`config.mk`:
```
export PLATFORM = sky130hd
export DESIGN_NAME = wb_matmul_accel
export DESIGN_NICKNAME = d
export VERILOG_FILES = /design/src/rtl/matmul_pkg.sv /design/src/rtl/matmul_seq_engine.sv /design/src/rtl/wb_matmul_accel.sv
export SDC_FILE = /design/constraint.sdc
export NUM_CORES = 1
export LEC_CHECK = 0
export BUFFER_PORTS_ARGS = -buffer_cell sky130_fd_sc_hd__buf_4
export CORE_ASPECT_RATIO = 1.5
export CORE_MARGIN = 2
export CORE_UTILIZATION = 50
export CTS_CLUSTER_SIZE = 28
export DETAILED_ROUTE_END_ITERATION = 16
export PLACE_DENSITY_LB_ADDON = 0.08
export SYNTH_ARGS = -nofsm -noshare
export SYNTH_HDL_FRONTEND = slang
export SYNTH_SLANG_ARGS = --single-unit
```
`constraint.sdc`:
```
create_clock -name clk -period 10.3 [get_ports clk]
set_clock_uncertainty 0.15 [all_clocks]
set_input_delay 0.515 -clock clk [delete_from_list [all_inputs] [get_ports clk]]
set_output_delay 0.515 -clock clk [all_outputs]
set_load 0.02 [all_outputs]
```
`src/rtl/matmul_pkg.sv`:
```
// Shared address map, register bit positions and engine state type for the
// Wishbone matrix multiply accelerator.
package matmul_pkg;

  // Word addresses of the register file and matrix windows.
  localparam logic [31:0] CTRL_ADR   = 32'h0000_0000;
  localparam logic [31:0] STATUS_ADR = 32'h0000_0001;
  localparam logic [31:0] A_BASE     = 32'h0000_0040;
  localparam logic [31:0] B_BASE     = 32'h0000_0080;
  localparam logic [31:0] C_BASE     = 32'h0000_00C0;

  // CTRL bit positions.
  localparam int CTRL_START  = 0;
  localparam int CTRL_IRQ_EN = 1;
  localparam int CTRL_SIGNED = 2;

  // STATUS bit positions.
  localparam int STATUS_BUSY = 0;
  localparam int STATUS_DONE = 1;

  typedef enum logic [1:0] {
    IDLE,
    MAC,
    STORE,
    FIN
  } eng_state_t;

  // Index width that stays at least one bit wide when the range has one entry.
  function automatic int idx_width(input int n);
    return (n > 1) ? $clog2(n) : 1;
  endfunction

endpackage

```
`src/rtl/matmul_seq_engine.sv`:
```
// Sequential matrix multiply engine: one multiply-accumulate per clock,
// walking C row by row and writing each finished element into C storage.
module matmul_seq_engine
  import matmul_pkg::*;
#(
  parameter int N    = 3,
  parameter int DW   = 8,
  parameter int ACCW = 2*DW + $clog2(N) + 1
) (
  input  logic                clk,
  input  logic                rst,
  input  logic                start,
  input  logic                signed_mode,
  input  logic [N*N*DW-1:0]   a_flat,
  input  logic [N*N*DW-1:0]   b_flat,
  output logic [N*N*ACCW-1:0] c_flat,
  output logic                busy,
  output logic                fin
);

  localparam int CW = idx_width(N);
  localparam int IW = idx_width(N*N);

  eng_state_t             state;
  logic [CW-1:0]          i;
  logic [CW-1:0]          j;
  logic [CW-1:0]          k;
  logic [ACCW-1:0]        acc;
  logic                   mode;
  logic [IW-1:0]          a_idx;
  logic [IW-1:0]          b_idx;
  logic [IW-1:0]          c_idx;
  logic [DW-1:0]          a_elem;
  logic [DW-1:0]          b_elem;
  logic signed [DW:0]     a_op;
  logic signed [DW:0]     b_op;
  logic signed [2*DW+1:0] prod;

  assign a_idx  = IW'(i * N + k);
  assign b_idx  = IW'(k * N + j);
  assign c_idx  = IW'(i * N + j);
  assign a_elem = a_flat[a_idx*DW +: DW];
  assign b_elem = b_flat[b_idx*DW +: DW];

  // One extra operand bit carries either the sign or a zero, so a single
  // signed multiplier serves both modes.
  assign a_op = {mode & a_elem[DW-1], a_elem};
  assign b_op = {mode & b_elem[DW-1], b_elem};
  assign prod = a_op * b_op;

  // Walk (i,j) over C, accumulate over k, store the element, then flag completion.
  // NOTE: sequential state uses non-blocking assignments so every flop sees pre-edge values.
  always_ff @(posedge clk or posedge rst) begin
    if (rst) begin
      state  <= IDLE;
      i      <= '0;
      j      <= '0;
      k      <= '0;
      acc    <= '0;
      mode   <= 1'b0;
      busy   <= 1'b0;
      fin    <= 1'b0;
      // NOTE: C storage is reset too, so an aborted run leaves no partial results readable.
      c_flat <= '0;
    end else begin
      case (state)
        IDLE: begin
          if (start) begin
            state <= MAC;
            i     <= '0;
            j     <= '0;
            k     <= '0;
            acc   <= '0;
            mode  <= signed_mode;
            busy  <= 1'b1;
          end
        end
        MAC: begin
          acc <= acc + ACCW'(prod);
          if (k == CW'(N-1)) begin
            k     <= '0;
            state <= STORE;
          end else begin
            k <= k + 1'b1;
          end
        end
        STORE: begin
          c_flat[c_idx*ACCW +: ACCW] <= acc;
          acc <= '0;
          if (j == CW'(N-1)) begin
            j <= '0;
            if (i == CW'(N-1)) begin
              i     <= '0;
              state <= FIN;
              fin   <= 1'b1;
            end else begin
              i     <= i + 1'b1;
              state <= MAC;
            end
          end else begin
            j     <= j + 1'b1;
            state <= MAC;
          end
        end
        FIN: begin
          busy  <= 1'b0;
          fin   <= 1'b0;
          state <= IDLE;
        end
        default: state <= IDLE;
      endcase
    end
  end

endmodule

```
`src/rtl/wb_matmul_accel.sv`:
```
// Wishbone-classic slave around the matrix multiply engine: address decode,
// A/B operand storage, CTRL/STATUS registers, registered read data and irq.
module wb_matmul_accel
  import matmul_pkg::*;
#(
  parameter int N    = 3,
  parameter int DW   = 8,
  parameter int ACCW = 2*DW + $clog2(N) + 1
) (
  input  logic        clk,
  input  logic        rst,
  input  logic        cyc,
  input  logic        stb,
  input  logic        we,
  input  logic [3:0]  sel,
  input  logic [31:0] adr,
  input  logic [31:0] dat_mosi,
  output logic [31:0] dat_miso,
  output logic        ack,
  output logic        err,
  output logic        irq
);

  localparam int          IW   = idx_width(N*N);
  localparam logic [31:0] NN_W = 32'(N*N);

  logic [N*N*DW-1:0]   a_flat;
  logic [N*N*DW-1:0]   b_flat;
  logic [N*N*ACCW-1:0] c_flat;
  logic                ctrl_irq_en;
  logic                ctrl_signed;
  logic                done;
  logic                busy;
  logic                eng_fin;

  logic                req;
  logic                bad;
  logic                wr_ok;
  logic                start;
  logic                in_ctrl;
  logic                in_status;
  logic                in_a;
  logic                in_b;
  logic                in_c;
  logic [31:0]         rdata;
  logic [IW-1:0]       a_idx;
  logic [IW-1:0]       b_idx;
  logic [IW-1:0]       c_idx;
  logic                unused_bits;

  assign a_idx       = IW'(adr - A_BASE);
  assign b_idx       = IW'(adr - B_BASE);
  assign c_idx       = IW'(adr - C_BASE);
  assign irq         = done & ctrl_irq_en;
  assign unused_bits = ^{sel[3:1], dat_mosi[31:DW]};

  // Extend a stored element of width w to a 32-bit bus word.
  function automatic logic [31:0] ext32(input logic [ACCW-1:0] v, input int w,
                                        input logic sgn);
    logic [63:0] wide;
    wide = 64'(v);
    for (int b = 0; b < 64; b++) begin
      if (b >= w && sgn && v[w-1]) wide[b] = 1'b1;
    end
    return wide[31:0];
  endfunction

  // Decode the current request: region hit, error classification and read data.
  // NOTE: every signal gets a default first so no path through the block infers a latch.
  always_comb begin
    req       = cyc & stb & ~ack & ~err;
    in_ctrl   = (adr == CTRL_ADR);
    in_status = (adr == STATUS_ADR);
    in_a      = (adr >= A_BASE) && (adr < A_BASE + NN_W);
    in_b      = (adr >= B_BASE) && (adr < B_BASE + NN_W);
    in_c      = (adr >= C_BASE) && (adr < C_BASE + NN_W);
    bad       = ~(in_ctrl | in_status | in_a | in_b | in_c)
              | (we & in_c)
              | (we & busy & (in_ctrl | in_a | in_b))
              | (~we & busy & in_c);
    wr_ok     = req & ~bad & we;
    start     = wr_ok & in_ctrl & sel[0] & dat_mosi[CTRL_START];
    rdata     = '0;
    if (in_ctrl) begin
      rdata[CTRL_IRQ_EN] = ctrl_irq_en;
      rdata[CTRL_SIGNED] = ctrl_signed;
    end else if (in_status) begin
      rdata[STATUS_BUSY] = busy;
      rdata[STATUS_DONE] = done;
    end else if (in_a) begin
      rdata = ext32(ACCW'(a_flat[a_idx*DW +: DW]), DW, ctrl_signed);
    end else if (in_b) begin
      rdata = ext32(ACCW'(b_flat[b_idx*DW +: DW]), DW, ctrl_signed);
    end else if (in_c) begin
      rdata = ext32(c_flat[c_idx*ACCW +: ACCW], ACCW, ctrl_signed);
    end
  end

  // Bus response, register writes and the sticky DONE flag.
  always_ff @(posedge clk or posedge rst) begin
    if (rst) begin
      dat_miso    <= '0;
      ack         <= 1'b0;
      err         <= 1'b0;
      a_flat      <= '0;
      b_flat      <= '0;
      ctrl_irq_en <= 1'b0;
      ctrl_signed <= 1'b0;
      done        <= 1'b0;
    end else begin
      ack <= req & ~bad;
      err <= req & bad;
      if (req) dat_miso <= (~bad & ~we) ? rdata : 32'h0;
      if (wr_ok && in_ctrl && sel[0]) begin
        ctrl_irq_en <= dat_mosi[CTRL_IRQ_EN];
        ctrl_signed <= dat_mosi[CTRL_SIGNED];
      end
      if (wr_ok && in_a && sel[0]) a_flat[a_idx*DW +: DW] <= dat_mosi[DW-1:0];
      if (wr_ok && in_b && sel[0]) b_flat[b_idx*DW +: DW] <= dat_mosi[DW-1:0];
      // Completion outranks a same-cycle write-1-to-clear.
      if (eng_fin) begin
        done <= 1'b1;
      end else if (start) begin
        done <= 1'b0;
      end else if (wr_ok && in_status && sel[0] && dat_mosi[STATUS_DONE]) begin
        done <= 1'b0;
      end
    end
  end

  matmul_seq_engine #(
    .N    (N),
    .DW   (DW),
    .ACCW (ACCW)
  ) u_engine (
    .clk         (clk),
    .rst         (rst),
    .start       (start),
    .signed_mode (dat_mosi[CTRL_SIGNED]),
    .a_flat      (a_flat),
    .b_flat      (b_flat),
    .c_flat      (c_flat),
    .busy        (busy),
    .fin         (eng_fin)
  );

endmodule
```
==> impl_metrics.csv, run 1 <==
group,metric,value,unit
cells_and_area,final_layout_size_suffix_gt1_frac,0.246,
synthesis,synth.largest_area_cell,"sky130_fd_sc_hd__dfrtp_1",
drt,dr.first_iter.drc_count,1172,
place,dpl.cell_count,2641,
synthesis,syn-instance-count,2058,
drt,postRouteAntennaNets,0,
synthesis,cell_with_the_most_instances_after_synthesis,"sky130_fd_sc_hd__dfrtp_1",
min_path,hp-class,"in2async",
synthesis,synth_seq_cells,370,
power_and_ir_drop,intPower,2.33,mW
die,dieArea,0.0475,mm²
outcome,run_status,"finished, final reports clean",
clocking,clkTransAtPathRegs,60,ps
die,floorplan.core_area,0.0454,mm²
synthesis,share_of_the_synthesized_area_in_the_top_cell_type,0.405,
clocking,cts.root.buffer_cell,"sky130_fd_sc_hd__clkbuf_16",
synthesis,number_of_synthesized_flops_with_an_enable_pin,0,
sta,fmax,103,MHz
cells_and_area,postLayoutCellArea,0.0252,mm²
sta,max_slew.worst_pin.slew,1170,ps
power_and_ir_drop,static-leakage-power,11.8,nW
global_route,vias_in_the_first_global_route,17500,
drt,detail_route.wl_per_cell,25.2,µm
setup_path,slowest_delay,770,ps
die,die_y,266,µm
power_and_ir_drop,switching_share,0.235,
power_and_ir_drop,power.switching,0.716,mW
drt,remaining_drc_errors,0,
place,port_buffers,80,
place,placed_cell_area,0.0239,mm²
sta,post-route-worst-setup-slack,623,ps
power_and_ir_drop,power.share.clock,0.476,
cells_and_area,insertedDiodeCount,0,
drt,drt-pass1-iter-count,5,
sta,final-hold-violation-count,0,
clocking,clk_latency,560,ps
setup_path,worst_path_dominant_cell_family,"adder cells",
setup_path,timing.critical_path.slowest_stage_cell,"sky130_fd_sc_hd__fa_2",
setup_path,crit_path_end_kind,"flip-flop",
synthesis,syn_nets,2281,
die,placementRows,96,
synthesis,synth_cell_types,87,
clocking,clock-sinks,370,
sta,time_the_worst_path_needs_with_i_o_delays_and_setup,9680,ps
synthesis,share_of_synthesized_flip_flops_with_an_asynchronous_set_or_reset,1.00,
synthesis,mappedNetlistArea,0.0229,mm²
global_route,global_route.usage.total,0.300,
setup_path,startpoint_type,"flip-flop",
setup_path,critPathBufInv,5,
drt,drt_wl_total,68.3,mm
drt,vias_per_cell,6.05,
setup_path,critical-path-top-cell-by-count,"sky130_fd_sc_hd__fa_1",
setup_path,classification_of_the_worst_setup_path,"reg2reg",
global_route,grt_max_degree,156,
synthesis,synth_ff_type,"sky130_fd_sc_hd__dfrtp_1",
clocking,cts_setup_buffers,0,
cells_and_area,layout.cells.non_filler,2711,
place,dp.final_hpwl,48.4,mm
clocking,cts-buffers-inserted,39,
clocking,ctsHtreeMaxLevel,2,
sta,report.final.slew_viol_count,0,
cells_and_area,area.growth.synth_to_final,10.4,%
sta,slew-limit-headroom,0.219,
synthesis,netlist_top_cells_area,"sky130_fd_sc_hd__dfrtp_1 40%, sky130_fd_sc_hd__mux4_2 9.8%, sky130_fd_sc_hd__mux2_2 8.6%, sky130_fd_sc_hd__fa_1 6.6%, sky130_fd_sc_hd__nand2_1 4.6%",
global_route,first_pass_grt_wire_length,106,mm
clocking,cts_tree,"yes",
power_and_ir_drop,p_seq_frac,0.478,
power_and_ir_drop,combPwrFrac,0.046,
global_route,globalRouteOverflowTotal,0,
global_route,initial_antenna_violation_count,1,
synthesis,yosysWarnings,0,
power_and_ir_drop,maximum_vdd_drop,0.142,mV
setup_path,cp_data_arrival_time,10020,ps
sta,timing.final.setup_violations,0,
cells_and_area,utilization,0.556,
die,pin_count,108,
place,gp_congestion,0.897,
die,floorplan.initialDensity,0.504,
synthesis,syn_area_per_cell,11.1,µm²
synthesis,sequential_share_of_the_synthesized_area,0.405,
synthesis,ys_top_cells_by_count,"370 x sky130_fd_sc_hd__dfrtp_1, 281 x sky130_fd_sc_hd__nand2_1, 175 x sky130_fd_sc_hd__mux2_2",
setup_path,timing.critical_path.required,10650,ps
power_and_ir_drop,total_power,3.04,mW
flow_run,maxCapViolCount,0,
die,die_width,179,µm
drt,vias,16400,
setup_path,critPathMaxFanout,10,
clocking,cts-root-to-sink-buffers,3,
power_and_ir_drop,power_density,121,mW/mm²
cells_and_area,nNetsFinal,2317,
place,pre_cts_slack,490,ps
sta,final_min_period_over_clock_period,0.939,
-- cell type report --
class | instances | area (µm²)
Tap cell | 588 | 736
Clock buffer | 55 | 1130
Timing Repair Buffer | 123 | 952
Sequential cell | 370 | 9260
Inverter | 113 | 428
Multi-Input combinational cell | 1447 | 12600
Fill cell | 3956 | 20200
Clock inverter | 15 | 164
-- per-layer routing --
metal | vias to the layer above | GRT usage | wire length (µm)
li1 | 7369 | - | -
met1 | 8278 | 0.350 | 25700
met2 | 540 | 0.527 | 35000
met3 | 216 | 0.0405 | 3060
met4 | 2 | 0.168 | 4520
met5 | - | 0 | 11
-- cells by family after synthesis --
kind of cell | count (synthesis) | synth area share
AOI/OAI and AO/OA | 367 | 0.0967
and+or+nand+nor | 574 | 0.125
DFF | 370 | 0.405
adders and majority gates | 150 | 0.107
muxes | 317 | 0.203
buffers and inverters | 241 | 0.0471
xor gates and xnor gates | 39 | 0.0165
-- power groups by stage --
| stage | clock network, mW | logic [mW] | registers (mW) |
|---|---|---|---|
| 6_report | 1.45 | 0.140 | 1.45 |
| 2_1_floorplan | 0 | 0.0839 | 1.48 |
| 5_1_grt | 1.53 | 0.152 | 1.45 |
| 3_5_place_dp | 0 | 0.142 | 1.48 |
| 4_1_cts | 1.47 | 0.142 | 1.45 |
| 3_3_place_gp | 0 | 0.140 | 1.48 |
-- layout by cell type, fill, tap and decap left out, types with 74 or more instances in the layout --
cell and instances:
sky130_fd_sc_hd__ha_1 75, sky130_fd_sc_hd__nor2_1 84, sky130_fd_sc_hd__o21ai_0 143, sky130_fd_sc_hd__dfrtp_1 370, sky130_fd_sc_hd__buf_4 120, sky130_fd_sc_hd__inv_1 110, sky130_fd_sc_hd__mux4_2 100, sky130_fd_sc_hd__nand2_1 281
sky130_fd_sc_hd__mux2_2 175, sky130_fd_sc_hd__fa_1 74
-- metrics by stage --
step | setup TNS (ps) | hold WS [ps]
floorplan | 0 | 292
global placement | 0 | 323
detailed placement | 0 | 328
CTS | 0 | 50.2
global route | -22.3 | 80.9
finish | 0 | 18.4
-- sequential cells by signal (all words and copies together) (netlist names), 2 cells and up --
name and flops:
u_engine.j 2, a_flat 72, u_engine.k 2, u_engine.acc 19
u_engine.state 2, b_flat 72, u_engine.c_flat 171, dat_miso 20
u_engine.i 2
-- timing repair --
action | 4_1_cts | 5_1_grt
hold buffers | 0 | 0
hold endpoints to repair | 0 | 0
endpoints found under the setup margin | 0 | 2
gates resized for setup | 0 | 2
-- worst paths after layout --
| check | startpoint | to | slack [ps] | cells after the start |
|---|---|---|---|---|
| worst max-delay path | u_engine.k[0]$_DFFE_PP0P_ | u_engine.acc[18]$_DFFE_PP0P_ | 620 | 32 |
| worst min-delay path | rst | a_flat[19]$_DFFE_PP0P_ | 20 | 2 |
| worst max register to register | u_engine.k[0]$_DFFE_PP0P_ | u_engine.acc[18]$_DFFE_PP0P_ | 620 | 32 |
| worst min register to register | u_engine.fin$_DFFE_PP0P_ | done$_DFFE_PP0P_ | 340 | 1 |
| max in group asynchronous | rst | u_engine.c_flat[147]$_DFFE_PP0P_ | 7820 | 4 |
| min in group clk | we | dat_miso[1]$_DFFE_PP0P_ | 70 | 2 |
Note: power is estimated with default switching activity, not from simulation.
==> run 2: changes to the inputs <==
- ABC_AREA: not set -> 1
- BUFFER_PORTS_ARGS: -buffer_cell sky130_fd_sc_hd__buf_4 -> not set
- CAP_MARGIN: not set -> 0
- DONT_BUFFER_PORTS: not set -> 1
==> run 2 against run 1 <==
  * Routed wire length is 15% higher
  * Utilization decreased by 0.84 points
  * Global-route usage grew 2.6 points
  * Worst setup slack better by 400 ps
  * Non-clock buffer count shrank 65
  * Synthesized cell count grew 44%
  * Largest cell class unchanged
==> impl_metrics.csv, run 2 <==
group,metric,value,unit
setup_path,critPathMaxFanout,13,
synthesis,syn_area_per_cell,7.84,µm²
clocking,cts-buffers-inserted,40,
setup_path,crit_path_end_kind,"flip-flop",
global_route,met2_usage,0.574,
die,die_y,268,µm
synthesis,synth_simple_gate_area_frac,0.218,
cells_and_area,nNetsFinal,3138,
die,dieArea,0.0484,mm²
die,die_width,180,µm
synthesis,post_synth_xor_area_fraction,0.00902,
synthesis,synth_cell_types,58,
drt,vias_per_cell,5.92,
setup_path,regToRegEndpoint,"u_engine.acc[18]$_DFFE_PP0P_",
cells_and_area,largest_register_ffs,171,
clocking,clkTransAtPathRegs,60,ps
place,dp.final_hpwl,54.9,mm
sta,max_slew.worst_pin.slew,1140,ps
synthesis,synth.largest_area_cell,"sky130_fd_sc_hd__dfrtp_1",
synthesis,mappedNetlistArea,0.0233,mm²
cells_and_area,most-common-layout-cells,"693 x sky130_fd_sc_hd__nand2_1, 369 x sky130_fd_sc_hd__dfrtp_1, 367 x sky130_fd_sc_hd__o21ai_0",
setup_path,worst_r2r_src,"u_engine.i[0]$_DFFE_PP0P_",
synthesis,syn-instance-count,2972,
cells_and_area,final_layout_size_suffix_gt1_frac,0.0737,
die,pin_count,108,
setup_path,critical-path-top-cell-by-count,"sky130_fd_sc_hd__inv_1",
flow_run,maxCapViolCount,0,
synthesis,synth_seq_cells,370,
power_and_ir_drop,power_density,125,mW/mm²
synthesis,yosysWarnings,0,
setup_path,reg2reg_slack,1030,ps
setup_path,timing.critical_path.required,10600,ps
place,dpl.cell_count,3457,
cells_and_area,mostFrequentLayoutCell,"sky130_fd_sc_hd__nand2_1",
die,floorplan.core_area,0.0459,mm²
synthesis,arithmetic_cell_share_of_the_synthesized_area_counting_full_adders_half_adders_and_majority_gates,0.105,
synthesis,yosys-mux-area-fraction,0.000483,
global_route,vias_in_the_first_global_route,21000,
global_route,initial_antenna_violation_count,1,
synthesis,sequential_share_of_the_synthesized_area,0.397,
clocking,cts-resized-gates,0,
global_route,globalRouteMet1Util,0.376,
synthesis,share_of_the_synthesized_area_in_the_top_cell_type,0.397,
clocking,cts.root.buffer_cell,"sky130_fd_sc_hd__clkbuf_16",
setup_path,slowest_delay,860,ps
min_path,holdCritStartpoint,"dat_mosi[4]",
outcome,run_status,"finished, final reports clean",
synthesis,syn_nets,3195,
synthesis,fraction_of_the_mapped_netlist_area_in_compound_gates,0.192,
sta,slew-limit-headroom,0.236,
drt,detail_route.wl_per_cell,22.1,µm
synthesis,number_of_synthesized_flops_with_an_enable_pin,0,
sta,final-hold-violation-count,0,
min_path,hp-class,"in2reg",
sta,report.final.slew_viol_count,0,
setup_path,classification_of_the_worst_setup_path,"reg2reg",
drt,drt_wl_total,78.2,mm
drt,remaining_drc_errors,0,
power_and_ir_drop,maximum_vdd_drop,0.125,mV
synthesis,netlist_top_cells_area,"sky130_fd_sc_hd__dfrtp_1 40%, sky130_fd_sc_hd__nand2_1 11%, sky130_fd_sc_hd__o21ai_0 7.9%, sky130_fd_sc_hd__fa_1 6.4%, sky130_fd_sc_hd__nor2_1 4.9%",
min_path,hold-path-cell-count,2,
synthesis,ys_top_cells_by_count,"693 x sky130_fd_sc_hd__nand2_1, 370 x sky130_fd_sc_hd__dfrtp_1, 367 x sky130_fd_sc_hd__o21ai_0",
drt,dr.first_iter.drc_count,1754,
die,floorplan.initialDensity,0.508,
global_route,top_usage_layer_grt,"met2",
setup_path,timing.critical_path.slowest_stage_cell,"sky130_fd_sc_hd__a21boi_0",
clocking,cts-root-to-sink-buffers,3,
clocking,ctsHtreeMaxLevel,2,
sta,fmax,108,MHz
global_route,first_pass_grt_wire_length,122,mm
cells_and_area,layout.cells.non_filler,3533,
sta,final_min_period_over_clock_period,0.900,
sta,fin_worst_hold_slack,16.1,ps
clocking,clock-sinks,370,
global_route,globalRouteOverflowTotal,0,
synthesis,share_of_synthesized_flip_flops_with_an_asynchronous_set_or_reset,1.00,
synthesis,synth_ff_type,"sky130_fd_sc_hd__dfrtp_1",
synthesis,cell_with_the_most_instances_after_synthesis,"sky130_fd_sc_hd__nand2_1",
cells_and_area,max_flop_register,"u_engine.c_flat",
min_path,hold-path-endpoint,"a_flat[28]$_DFFE_PP0P_",
sta,time_the_worst_path_needs_with_i_o_delays_and_setup,9270,ps
setup_path,count_of_cells_along_the_worst_register_to_register_path,39,
power_and_ir_drop,static-leakage-power,11.8,nW
setup_path,cp_data_arrival_time,9570,ps
sta,grt_setup_unrepaired,"false",
global_route,global_route.usage.total,0.326,
cells_and_area,insertedDiodeCount,0,
cells_and_area,largest_registers,"u_engine.c_flat (171), a_flat (72), b_flat (72)",
place,placed_cell_area,0.0237,mm²
sta,timing.final.setup_violations,0,
drt,vias,20900,
sta,timing.setup.tns,0,ps
drt,postRouteAntennaNets,0,
drt,drt-pass1-iter-count,6,
place,port_buffers,0,
global_route,grt_max_degree,197,
cells_and_area,postLayoutCellArea,0.0251,mm²
cells_and_area,area.growth.synth_to_final,7.82,%
clocking,clk_latency,580,ps
synthesis,largest_family_of_logic_cells_by_synthesized_area,"simple AND/OR/NAND/NOR gates",
clocking,cts_tree,"yes",
global_route,grtUsageMet3,0.0355,
cells_and_area,utilization,0.548,
die,placementRows,96,
setup_path,startpoint_type,"flip-flop",
place,gp_congestion,0.918,
[run 2: changes by cell type after synthesis, moves of 52 or more]
cell,previous run,this run
sky130_fd_sc_hd__a21oi_1,57,129
sky130_fd_sc_hd__clkbuf_1,56,118
sky130_fd_sc_hd__inv_1,111,272
sky130_fd_sc_hd__mux2_2,175,1
sky130_fd_sc_hd__mux4_2,100,0
sky130_fd_sc_hd__nand2_1,281,693
sky130_fd_sc_hd__nand3_1,49,111
sky130_fd_sc_hd__nor2_1,85,304
sky130_fd_sc_hd__o21ai_0,143,367
sky130_fd_sc_hd__o21ai_1,57,109
[run 2: final cells by class]
cell class,instances,area [µm²]
Clock buffer,57,1160
Clock inverter,15,219
Fill cell,4386,20800
Inverter,283,1070
Multi-Input combinational cell,2162,12200
Sequential cell,370,9260
Tap cell,588,736
Timing Repair Buffer,58,445
[run 2: worst max path at each step]
stage | startpoint | to | slack, ps
2_1_floorplan | u_engine.k[0]$_DFFE_PP0P_ | u_engine.acc[17]$_DFFE_PP0P_ | 2020
3_3_place_gp | u_engine.k[1]$_DFFE_PP0P_ | u_engine.acc[18]$_DFFE_PP0P_ | 1050
3_5_place_dp | u_engine.k[0]$_DFFE_PP0P_ | u_engine.acc[18]$_DFFE_PP0P_ | 1060
4_1_cts | u_engine.k[1]$_DFFE_PP0P_ | u_engine.acc[18]$_DFFE_PP0P_ | 1010
5_1_grt | u_engine.k[1]$_DFFE_PP0P_ | u_engine.acc[17]$_DFFE_PP0P_ | 400
6_report | u_engine.i[0]$_DFFE_PP0P_ | u_engine.acc[18]$_DFFE_PP0P_ | 1030
[run 2: metrics by stage]
step                power (mW)  worst slack (ps)
CTS                       3.15              1010
global placement          1.63              1050
global route              3.22               395
detailed placement        1.63              1060
finish                    3.13              1030
floorplan                 1.59              2020
[run 2: cells by family after synthesis]
kind of cell | count (synthesis)
xor gates and xnor gates | 24
muxes | 1
adders and majority gates | 150
AOI/OAI and AO/OA | 779
buffers and inverters | 440
DFF | 370
and+or+nand+nor | 1208
[run 2: worst max-delay path: cells and delay by family, from the launching register on]
kind | cells | cell delay [ps]
adders and majority gates | 9 | 4170
AOI/OAI and AO/OA | 9 | 2210
buffers and inverters | 11 | 1090
and+or+nand+nor | 9 | 890
DFF | 1 | 440
xor gates and xnor gates | 1 | 160
[run 2: timing repair]
action                    4_1_cts  5_1_grt
hold endpoints to repair       28        0
hold buffers                    4        0
setup buffers                   0        0
[run 2: power by group]
part / leakage [nW] / internal (mW) / switching, mW / total (mW)
logic: 6.01 / 0.0338 / 0.123 / 0.157
registers: 5.14 / 1.45 / 0.000402 / 1.45
clock network: 0.669 / 0.873 / 0.650 / 1.52
total: 11.8 / 2.36 / 0.774 / 3.13
[run 2: layer usage]
metal | up-vias | wire length [µm] | share of wire
met5 | - | 8 | 0.00010
met4 | 2 | 6100 | 0.078
met3 | 291 | 4100 | 0.052
met2 | 780 | 39200 | 0.50
met1 | 10100 | 28800 | 0.37
li1 | 9720 | - | -
